$ cat src/rtl/topk_result_drain.sv
// topk_result_drain
// Buffers one batch of top-k results while the search core is emitting, then
// drains the batch to a host consumer with programmable pacing and a
// valid/ready handshake. Reports entry index, batch completion, fill level and
// a sticky overflow flag.
// Build option: define RESULT_SORT_EN to keep the buffer ordered ascending by
// the low KEY_WIDTH bits of each result (shift-insert on capture). Without it
// the buffer is a plain FIFO and no key comparators exist.
module topk_result_drain #(
  parameter int                 DATA_WIDTH    = 32,
  parameter int                 DEPTH         = 8,
  parameter int                 STATE_W       = 3,
  parameter logic [STATE_W-1:0] CAPTURE_STATE = 3'b110,
  parameter logic [STATE_W-1:0] DRAIN_STATE   = 3'b111,
  parameter int                 KEY_WIDTH     = 16
) (
  input  logic                     clk_in,
  input  logic                     rst_in,
  input  logic [DATA_WIDTH-1:0]    result_in,
  input  logic                     result_valid_in,
  input  logic [STATE_W-1:0]       core_state_in,
  input  logic [31:0]              pace_div_in,
  input  logic                     host_ready_in,
  output logic [DATA_WIDTH-1:0]    result_out,
  output logic                     result_valid_out,
  output logic [$clog2(DEPTH)-1:0] index_out,
  output logic                     batch_done_out,
  output logic [$clog2(DEPTH):0]   count_out,
  output logic                     overflow_out
);

  localparam int PTR_W = $clog2(DEPTH);
  localparam int CNT_W = PTR_W + 1;

  // Reject configurations the pointer arithmetic and key slicing cannot support
  if (DEPTH < 2 || (DEPTH & (DEPTH - 1)) != 0 || KEY_WIDTH < 1 || KEY_WIDTH > DATA_WIDTH) begin : g_bad_param
    $error("topk_result_drain: DEPTH must be a power of two >= 2 and KEY_WIDTH within DATA_WIDTH");
  end

  typedef enum logic [1:0] {IDLE, CAPTURE, DRAIN, DONE} state_t;

  state_t                state;
  logic [DATA_WIDTH-1:0] mem [DEPTH];
  logic [PTR_W-1:0]      rd_ptr;
  logic [CNT_W-1:0]      count_q;
  logic [31:0]           pace_cnt;
  logic                  cap_hit;
  logic                  capture_phase;
  logic                  room;
  logic                  grow;
  logic                  mem_we;
  logic                  drop;

`ifdef RESULT_SORT_EN
  logic [CNT_W-1:0]      ins_pos;
  logic                  evict;

  // Find the slot after every stored entry whose key is <= the new key, and
  // decide whether a full buffer should give up its largest entry
  always_comb begin
    ins_pos = '0;
    for (int i = 0; i < DEPTH; i++) begin
      if (CNT_W'(i) < count_q && mem[i][KEY_WIDTH-1:0] <= result_in[KEY_WIDTH-1:0]) begin
        ins_pos = ins_pos + CNT_W'(1);
      end
    end
    evict = result_in[KEY_WIDTH-1:0] < mem[DEPTH-1][KEY_WIDTH-1:0];
  end
`else
  logic [PTR_W-1:0]      wr_ptr;
`endif

  assign count_out = count_q;

  // Classify this cycle's core result: stored, stored by eviction, or dropped
  always_comb begin
    cap_hit       = (core_state_in == CAPTURE_STATE) && result_valid_in;
    capture_phase = (state == IDLE) || (state == CAPTURE);
    room          = count_q < CNT_W'(DEPTH);
    grow          = cap_hit && capture_phase && room;
`ifdef RESULT_SORT_EN
    mem_we        = grow || (cap_hit && capture_phase && !room && evict);
`else
    mem_we        = grow;
`endif
    drop          = cap_hit && !(capture_phase && room);
  end

  // Write captured words: append at the write pointer, or shift-insert by key
  always_ff @(posedge clk_in) begin
    if (mem_we) begin
`ifdef RESULT_SORT_EN
      for (int i = DEPTH - 1; i > 0; i--) begin
        if (CNT_W'(i) > ins_pos) begin
          mem[i] <= mem[i-1];
        end
      end
      mem[ins_pos[PTR_W-1:0]] <= result_in;
`else
      mem[wr_ptr] <= result_in;
`endif
    end
  end

  // Batch FSM: capture, paced drain with handshake, one-cycle completion pulse
  always_ff @(posedge clk_in) begin
    if (rst_in) begin
      state            <= IDLE;
`ifndef RESULT_SORT_EN
      wr_ptr           <= '0;
`endif
      rd_ptr           <= '0;
      count_q          <= '0;
      pace_cnt         <= '0;
      result_out       <= '0;
      result_valid_out <= 1'b0;
      index_out        <= '0;
      batch_done_out   <= 1'b0;
      overflow_out     <= 1'b0;
    end else begin
      if (drop) begin
        overflow_out <= 1'b1;
      end
      if (grow) begin
        count_q <= count_q + CNT_W'(1);
`ifndef RESULT_SORT_EN
        wr_ptr  <= wr_ptr + PTR_W'(1);
`endif
      end
      case (state)
        IDLE: begin
          if (grow) begin
            state <= CAPTURE;
          end
        end
        CAPTURE: begin
          if (core_state_in == DRAIN_STATE && count_q != '0) begin
            state    <= DRAIN;
            pace_cnt <= '0;
          end
        end
        DRAIN: begin
          if (result_valid_out && host_ready_in) begin
            result_valid_out <= 1'b0;
            pace_cnt         <= '0;
            rd_ptr           <= rd_ptr + PTR_W'(1);
            count_q          <= count_q - CNT_W'(1);
            if (count_q == CNT_W'(1)) begin
              state          <= DONE;
              batch_done_out <= 1'b1;
              index_out      <= '0;
            end else begin
              index_out <= index_out + PTR_W'(1);
            end
          end else begin
            if (pace_cnt != '1) begin
              pace_cnt <= pace_cnt + 32'd1;
            end
            if (!result_valid_out && pace_cnt >= pace_div_in) begin
              result_valid_out <= 1'b1;
              result_out       <= mem[rd_ptr];
            end
          end
        end
        DONE: begin
          batch_done_out <= 1'b0;
          state          <= IDLE;
`ifndef RESULT_SORT_EN
          wr_ptr         <= '0;
`endif
          rd_ptr         <= '0;
        end
        default: state <= IDLE;
      endcase
    end
  end

endmodule

$ cat config.mk
export PLATFORM = sky130hd
export DESIGN_NAME = topk_result_drain
export DESIGN_NICKNAME = d
export VERILOG_FILES = /design/src/rtl/topk_result_drain.sv
export SDC_FILE = /design/constraint.sdc
export NUM_CORES = 1
export LEC_CHECK = 0
export BUFFER_PORTS_ARGS = -buffer_cell sky130_fd_sc_hd__buf_2
export CAP_MARGIN = 25
export CORE_MARGIN = 4
export CORE_UTILIZATION = 47
export CTS_BUF_LIST = sky130_fd_sc_hd__clkbuf_4 sky130_fd_sc_hd__clkbuf_8
export DETAILED_ROUTE_END_ITERATION = 16
export SYNTH_ARGS = -nofsm -noshare
export SYNTH_HDL_FRONTEND = slang
export SYNTH_SLANG_ARGS = --single-unit
$ cat constraint.sdc
create_clock -name clk_in -period 12.05 [get_ports clk_in]
set_input_delay 0.6025 -clock clk_in [delete_from_list [all_inputs] [get_ports clk_in]]
set_output_delay 0.6025 -clock clk_in [all_outputs]
set_load 0.05 [all_outputs]
==> results of run 1 <==
## worst min path at each step
stage | to | depth (start not counted)
final | mem[5][29] | 1
after global routing | mem[2][31] | 1
after CTS | mem[3][11] | 1
after detailed placement | overflow_out | 2
after global placement | overflow_out | 2
after floorplan | pace_cnt[12] | 2
## kinds of logic after synthesis
kind of cell / count (synthesis) / share of synthesized area [%]
flip-flops: 338 / 64.74
AND/OR/NAND/NOR: 334 / 12.09
AO/OA/AOI/OAI: 109 / 4.880
buffers and inverters: 91 / 2.831
multiplexers: 67 / 10.21
adder cells (fa/ha/maj): 43 / 3.734
XOR/XNOR: 25 / 1.519
## power by group through the flow
stage | logic [W] | clock network, W | registers, W
after floorplan | 0.0000469 | 0 | 0.00129
after global placement | 0.0000793 | 0 | 0.00129
after detailed placement | 0.0000810 | 0 | 0.00129
after CTS | 0.0000814 | 0.00103 | 0.00126
after global routing | 0.0000923 | 0.00108 | 0.00126
final | 0.0000818 | 0.00100 | 0.00126
## flip-flops by register name, summed over array words and instances, names as in the netlist
| name | cells |
|---|---|
| batch_done_out | 1 |
| rd_ptr | 3 |
| count_out | 4 |
| index_out | 3 |
| mem | 256 |
| overflow_out | 1 |
| result_valid_out | 1 |
| wr_ptr | 3 |
| pace_cnt | 32 |
| state | 2 |
| result_out | 32 |
## area by class of cell
cell class / instances / area [µm²] / share of cell area (%)
repair buffers: 130 / 703.2 / 4.252
well taps: 390 / 488.0 / 2.951
clock buffers: 81 / 983.4 / 5.947
flip-flops and latches: 338 / 9334 / 56.45
clock inverters: 19 / 142.6 / 0.8626
multi-input cells: 578 / 4723 / 28.56
inverters: 43 / 161.4 / 0.9761
## cells in the mapped netlist (5+ instances only)
| cell | number | area (µm²) |
|---|---|---|
| dfxtp_1 | 82 | 1642 |
| or3_1 | 10 | 62.56 |
| buf_6 | 7 | 78.83 |
| nand3_1 | 20 | 100.1 |
| edfxtp_1 | 256 | 7687 |
| buf_2 | 11 | 55.05 |
| nor3_1 | 48 | 240.2 |
| nor3_2 | 30 | 300.3 |
| a21oi_1 | 62 | 310.3 |
| nor2_1 | 44 | 165.2 |
| ha_1 | 43 | 538.0 |
| clkbuf_1 | 27 | 101.4 |
| mux4_2 | 64 | 1441 |
| o21ai_0 | 17 | 85.08 |
| nor4_1 | 7 | 43.79 |
| inv_1 | 43 | 161.4 |
| nor3b_1 | 5 | 37.54 |
| o21a_1 | 5 | 37.54 |
| xor2_1 | 13 | 113.9 |
| nand4_1 | 19 | 118.9 |
| xnor2_1 | 12 | 105.1 |
| nand2_1 | 127 | 476.7 |
## metrics by stage
step                      instances  setup slack (ns)
final                          1579             9.382
after detailed placement       1477             8.702
after global routing           1579             9.121
after CTS                      1577             9.039
after global placement         1477             8.780
after floorplan                1007             7.014
## routing by layer
layer	part of all wire [%]	global-route usage [%]
met1	44	25.39
met2	49	31.62
met3	5.4	3.451
met4	1.4	4.499
met5	0.084	0
==> results by group, run 1 <==
Placement
  • PortBufs: 112
  • Gpl congestion: 0.7434
  • Final HPWL DP: 17690 µm
  • Post-placement cell area: 15390 µm²

Worst setup path
  • Crit. Startpoint: pace_cnt[13]
  • RR Endpoint: result_out[13]
  • Worst Setup EP: result_out[13]
  • Critical Path Stages: 8
  • CP endpoint kind: flop
  • Max stage delay on crit path: 0.44 ns
  • CP cell instances: ha_1 -> nand4_1 -> or3_4 -> a2111oi_4 -> o311ai_4 -> buf_4 -> a21oi_1 -> nor3_2
  • Crit path buf inv count: 1
  • Reg2reg setup slack: 9.38 ns
  • Arr. time, crit path: 3.10 ns
  • Required time worst endpoint: 12.48 ns
  • Crit Path Category: reg2reg
  • Slowest cell on crit path: or3_4
  • Family with the most delay on the worst path: compound AO/OA/AOI/OAI gates
  • Reg2reg path depth: 8
  • Reg-to-reg startpoint: pace_cnt[13]
  • CP Launch Type: flop
  • Crit path max fanout: 33

STA
  • Worst-margin pin slew: 0.8356 ns
  • Top achievable clock speed: 0.3747 GHz
  • Sum Neg Setup Slack: 0 ns
  • RSZ-0062 raised after global routing: false
  • Hold WS: 0.2884 ns
  • Clk_skew: 0.02337 ns
  • Slew HR: 44.29%
  • Final-report setup violation count: 0
  • Final Hold Viols: 0
  • Tmin final: 2.669 ns
  • Slew Limit Fails: 0
  • Fin crit share: 22.15%

Floorplanning
  • Placement Rows: 63
  • Num ports: 113
  • Starting Density: 48.11%
  • Die Y: 183.1 µm
  • Placeable Area: 29950 µm²
  • Die area: 33530 µm²
  • Die width: 183.1 µm

Route
  • DRC: 0
  • Iter 0 DRT Violations: 553
  • Routed wire length: 31030 µm
  • DRT Pass-1 Iters: 6
  • Avg Vias per Cell: 5.455
  • Vias: 8613
  • Mean routed wirelength per cell: 19.65 µm
  • ANT nets after route: 0

Clock network
  • Post-CTS setup buffers: 0
  • Post-CTS Resized: 0
  • Worst skew pair latency: 0.58 ns
  • H-tree levels: 2
  • Clock Sinks: 338
  • Clk pin slew, worst setup/hold paths: 0.06 ns
  • Root Driver: clkbuf_8
  • Clock buffer depth: 3
  • Hold buffer count at cts: 0
  • CTS tree: done
  • Clock buffer count from CTS: 54

Logic synthesis
  • FF+latch count, synth: 338
  • Synth warn: 0
  • Number of synthesized flops with an enable pin: 256
  • Syn_nets: 1121
  • Netlist cell types: 58
  • Mapped Area: 14410 µm²
  • Top FF cell, synth: edfxtp_1
  • Mapped Cells: 1007
  • Ys async rst share: 0%
  • Syn avg cell area: 14.31 µm²
  • Seq/Total Area, Yosys: 64.74%

Layout
  • Layout Nets: 1259
  • Fillers: 2511
  • Design Area, Final: 16540 µm²
  • Ant. Diodes: 0
  • Most common cell after layout, fill and taps aside: edfxtp_1
  • Core Util, Final: 55.20%
  • Area growth syn-to-layout: 14.75%
  • Most frequent cells in the layout: edfxtp_1 (256), nand2_1 (127), buf_2 (112)
  • Share of cells above drive strength 1: 28.43%

Power and ir drop
  • P_sw: 0.0004904 W
  • Sw frac: 20.92%
  • Pwr dens: 141.8 nW/µm²
  • Clk network pwr share: 42.7%
  • Comb pwr share: 3.5%
  • Flop pwr share: 53.9%
  • Internal power: 0.001854 W
  • Overall power: 0.002344 W
  • Leak Pwr: 5.828 nW
  • VDD IR max: 0.00009955 V

GRT
  • Pin count of the biggest net entering global routing: 52
  • GR Util All Layers: 18.70%
  • Global-route wire length before repair: 49320 µm
  • Initial antenna violation count: 2
  • Vias in the first global route: 8974
  • GRT overflow: 0

Flow run
  • Max cap viols: 0

Worst hold path
  • Min-Delay Path Class: in2reg
  • HP Start: result_in[29]

Run status
  • Status: completed
(Power assumes the default switching activity.)
==> run 2, diff against run 1 <==
- clock period: 12.05 -> 2.6 ns (I/O delays scaled with it)
==> run 2 against run 1 <==
Register-to-register slack got worse by 9.2 ns. Largest cell class unchanged. Critical path type unchanged. Non-clock buffer count increased by 53. Die area stayed put.
==> results by group, run 2 (synthesis results as in run 1) <==
Layout
  • Layout Nets: 1313
  • Flip-flop count of the largest register after layout: 256
  • Post-Layout Cell Count: 1635
  • Share of cells above drive strength 1: 29.10%
  • Largest Register: mem
  • Most frequent cells in the layout: edfxtp_1 (256), nand2_1 (127), buf_2 (112)
  • Most common cell after layout, fill and taps aside: edfxtp_1
  • Regs by FF count: mem (256), pace_cnt (32), result_out (32)
  • Area growth syn-to-layout: 20.45%

Power and ir drop
  • Leak Pwr: 6.159 nW
  • VDD IR max: 0.0004932 V
  • Pwr dens: 643.4 nW/µm²

STA
  • Worst-margin pin slew: 0.8150 ns
  • Sum Neg Setup Slack: 0 ns
  • Final-report setup violation count: 0
  • Slew HR: 45.56%
  • Slew Limit Fails: 0
  • Tmin final: 2.455 ns
  • Final Hold Viols: 0
  • Top achievable clock speed: 0.4073 GHz
  • Hold WS: 0.07890 ns
  • Clk_skew: 0.03504 ns
  • Fin crit share: 94.44%

Worst setup path
  • Slowest cell on crit path: o311a_4
  • Reg2reg setup slack: 0.14 ns
  • Crit path max fanout: 16
  • CP endpoint kind: flop
  • RR Endpoint: result_out[16]
  • Max stage delay on crit path: 0.43 ns
  • Reg-to-reg startpoint: pace_cnt[0]
  • Reg2reg path depth: 10
  • Crit path buf inv count: 3
  • CP cell instances: inv_1 -> ha_1 -> nand2b_1 -> a2111oi_4 -> a2111oi_4 -> buf_4 -> buf_4 -> o311a_4 -> nor3_1 -> nor3_2
  • Crit Path Category: reg2reg
  • CP Launch Type: flop
  • Family with the most delay on the worst path: compound AO/OA/AOI/OAI gates
  • Required time worst endpoint: 3.03 ns
  • Arr. time, crit path: 2.89 ns

Placement
  • Final HPWL DP: 18790 µm
  • Post-Place Cells: 1497
  • Gpl congestion: 0.7874
  • PortBufs: 112

Floorplanning
  • Die area: 33530 µm²
  • Die Y: 183.1 µm
  • Starting Density: 48.11%
  • Placement Rows: 63
  • Placeable Area: 29950 µm²
  • Die width: 183.1 µm
  • Num ports: 113

Worst hold path
  • HP Start: result_valid_in
  • WHS Endpoint: overflow_out
  • Hold Path Stages: 4
  • Min-Delay Path Class: in2reg

Route
  • Mean routed wirelength per cell: 19.61 µm
  • Vias: 8831
  • Avg Vias per Cell: 5.401
  • DRT Pass-1 Iters: 5
  • ANT nets after route: 0
  • Iter 0 DRT Violations: 482
  • DRC: 0
  • Routed wire length: 32070 µm

Clock network
  • Worst skew pair latency: 0.59 ns
  • Clk pin slew, worst setup/hold paths: 0.06 ns
  • Root Driver: clkbuf_8
  • H-tree levels: 2
  • Clock Sinks: 338
  • Clock buffer count from CTS: 54
  • CTS tree: done
  • Clock buffer depth: 3

GRT
  • Pin count of the biggest net entering global routing: 67
  • Initial antenna violation count: 1
  • Global-route wire length before repair: 49490 µm
  • GR Util All Layers: 18.79%
  • Vias in the first global route: 8975
  • GRT overflow: 0

Flow run
  • Max cap viols: 0

Run status
  • Status: completed
[run 2: cell count changes in the layout (fill, tap and decap cells not counted), sizes merged]
cell         before  now
inv              44   45
buf             129  150
o311a             1    2
clkbuf           82   80
bufinv            2    4
diode             0    1
dlygate4sd3       0   33
clkinv           16   15
[run 2: per-layer routing]
layer	vias to the layer above	share of wire, %	global-route usage, %
met5	-	0	0
met4	0	1.7	5.155
met3	43	5.4	3.253
met2	223	50	32.30
met1	4350	43	24.92
li1	4215	-	-
[run 2: repair_timing]
| item | in CTS | in global routing |
|---|---|---|
| resized for setup | 0 | 4 |
| buffers inserted | 0 | 2 |
| setup endpoints to repair | 0 | 1 |
| endpoints found under the hold margin | 257 | 0 |
| hold buffers | 33 | 0 |
[run 2: per-stage QoR]
step           util (%)  total power, W  setup WS (ns)  area [µm²]
3_3_place_gp      52.63        0.006357         0.2207       15760
6_report          57.94         0.01117         0.1446       17360
4_1_cts           57.72         0.01129         0.1534       17290
3_5_place_dp      52.63        0.006365         0.1795       15760
5_1_grt           57.94         0.01160       -0.01166       17360
2_1_floorplan         -        0.006188        -0.6829       14470
[run 2: final cells by class]
| cell class | count | area [µm²] |
|---|---|---|
| clock buffer | 80 | 982.2 |
| clock inverter | 21 | 211.5 |
| antenna | 1 | 2.502 |
| sequential | 338 | 9334 |
| fill | 2409 | 12600 |
| multi-input combinational | 579 | 4826 |
| timing repair buffer | 183 | 1351 |
| tap | 390 | 488.0 |
| inverter | 43 | 161.4 |
[run 2: report_power, final]
part | leakage (nW) | internal [W] | total [W] | switching [W]
logic | 2.56 | 0.000187 | 0.000445 | 0.000258
registers | 2.96 | 0.00583 | 0.00585 | 0.0000199
clock network | 0.633 | 0.00284 | 0.00487 | 0.00204
total | 6.16 | 0.00885 | 0.0112 | 0.00231
[run 2: worst max path at each step]
stage / endpoint / slack [ns] / depth (start not counted) / startpoint
6_report: result_out[16] / 0.14 / 10 / pace_cnt[0]
4_1_cts: result_out[26] / 0.15 / 7 / pace_cnt[12]
3_3_place_gp: result_out[27] / 0.22 / 7 / pace_cnt[15]
5_1_grt: result_out[25] / -0.01 / 8 / state[0]
2_1_floorplan: mem[4][0] / -0.68 / 3 / count_out[3]
3_5_place_dp: result_out[3] / 0.18 / 7 / pace_cnt[15]
[run 2: tightest hold or removal path, delay by kind of cell]
kind	cells	cell delay [ns]
compound gates	1	0.08
simple gates	2	0.32
buf+inv	1	0.07
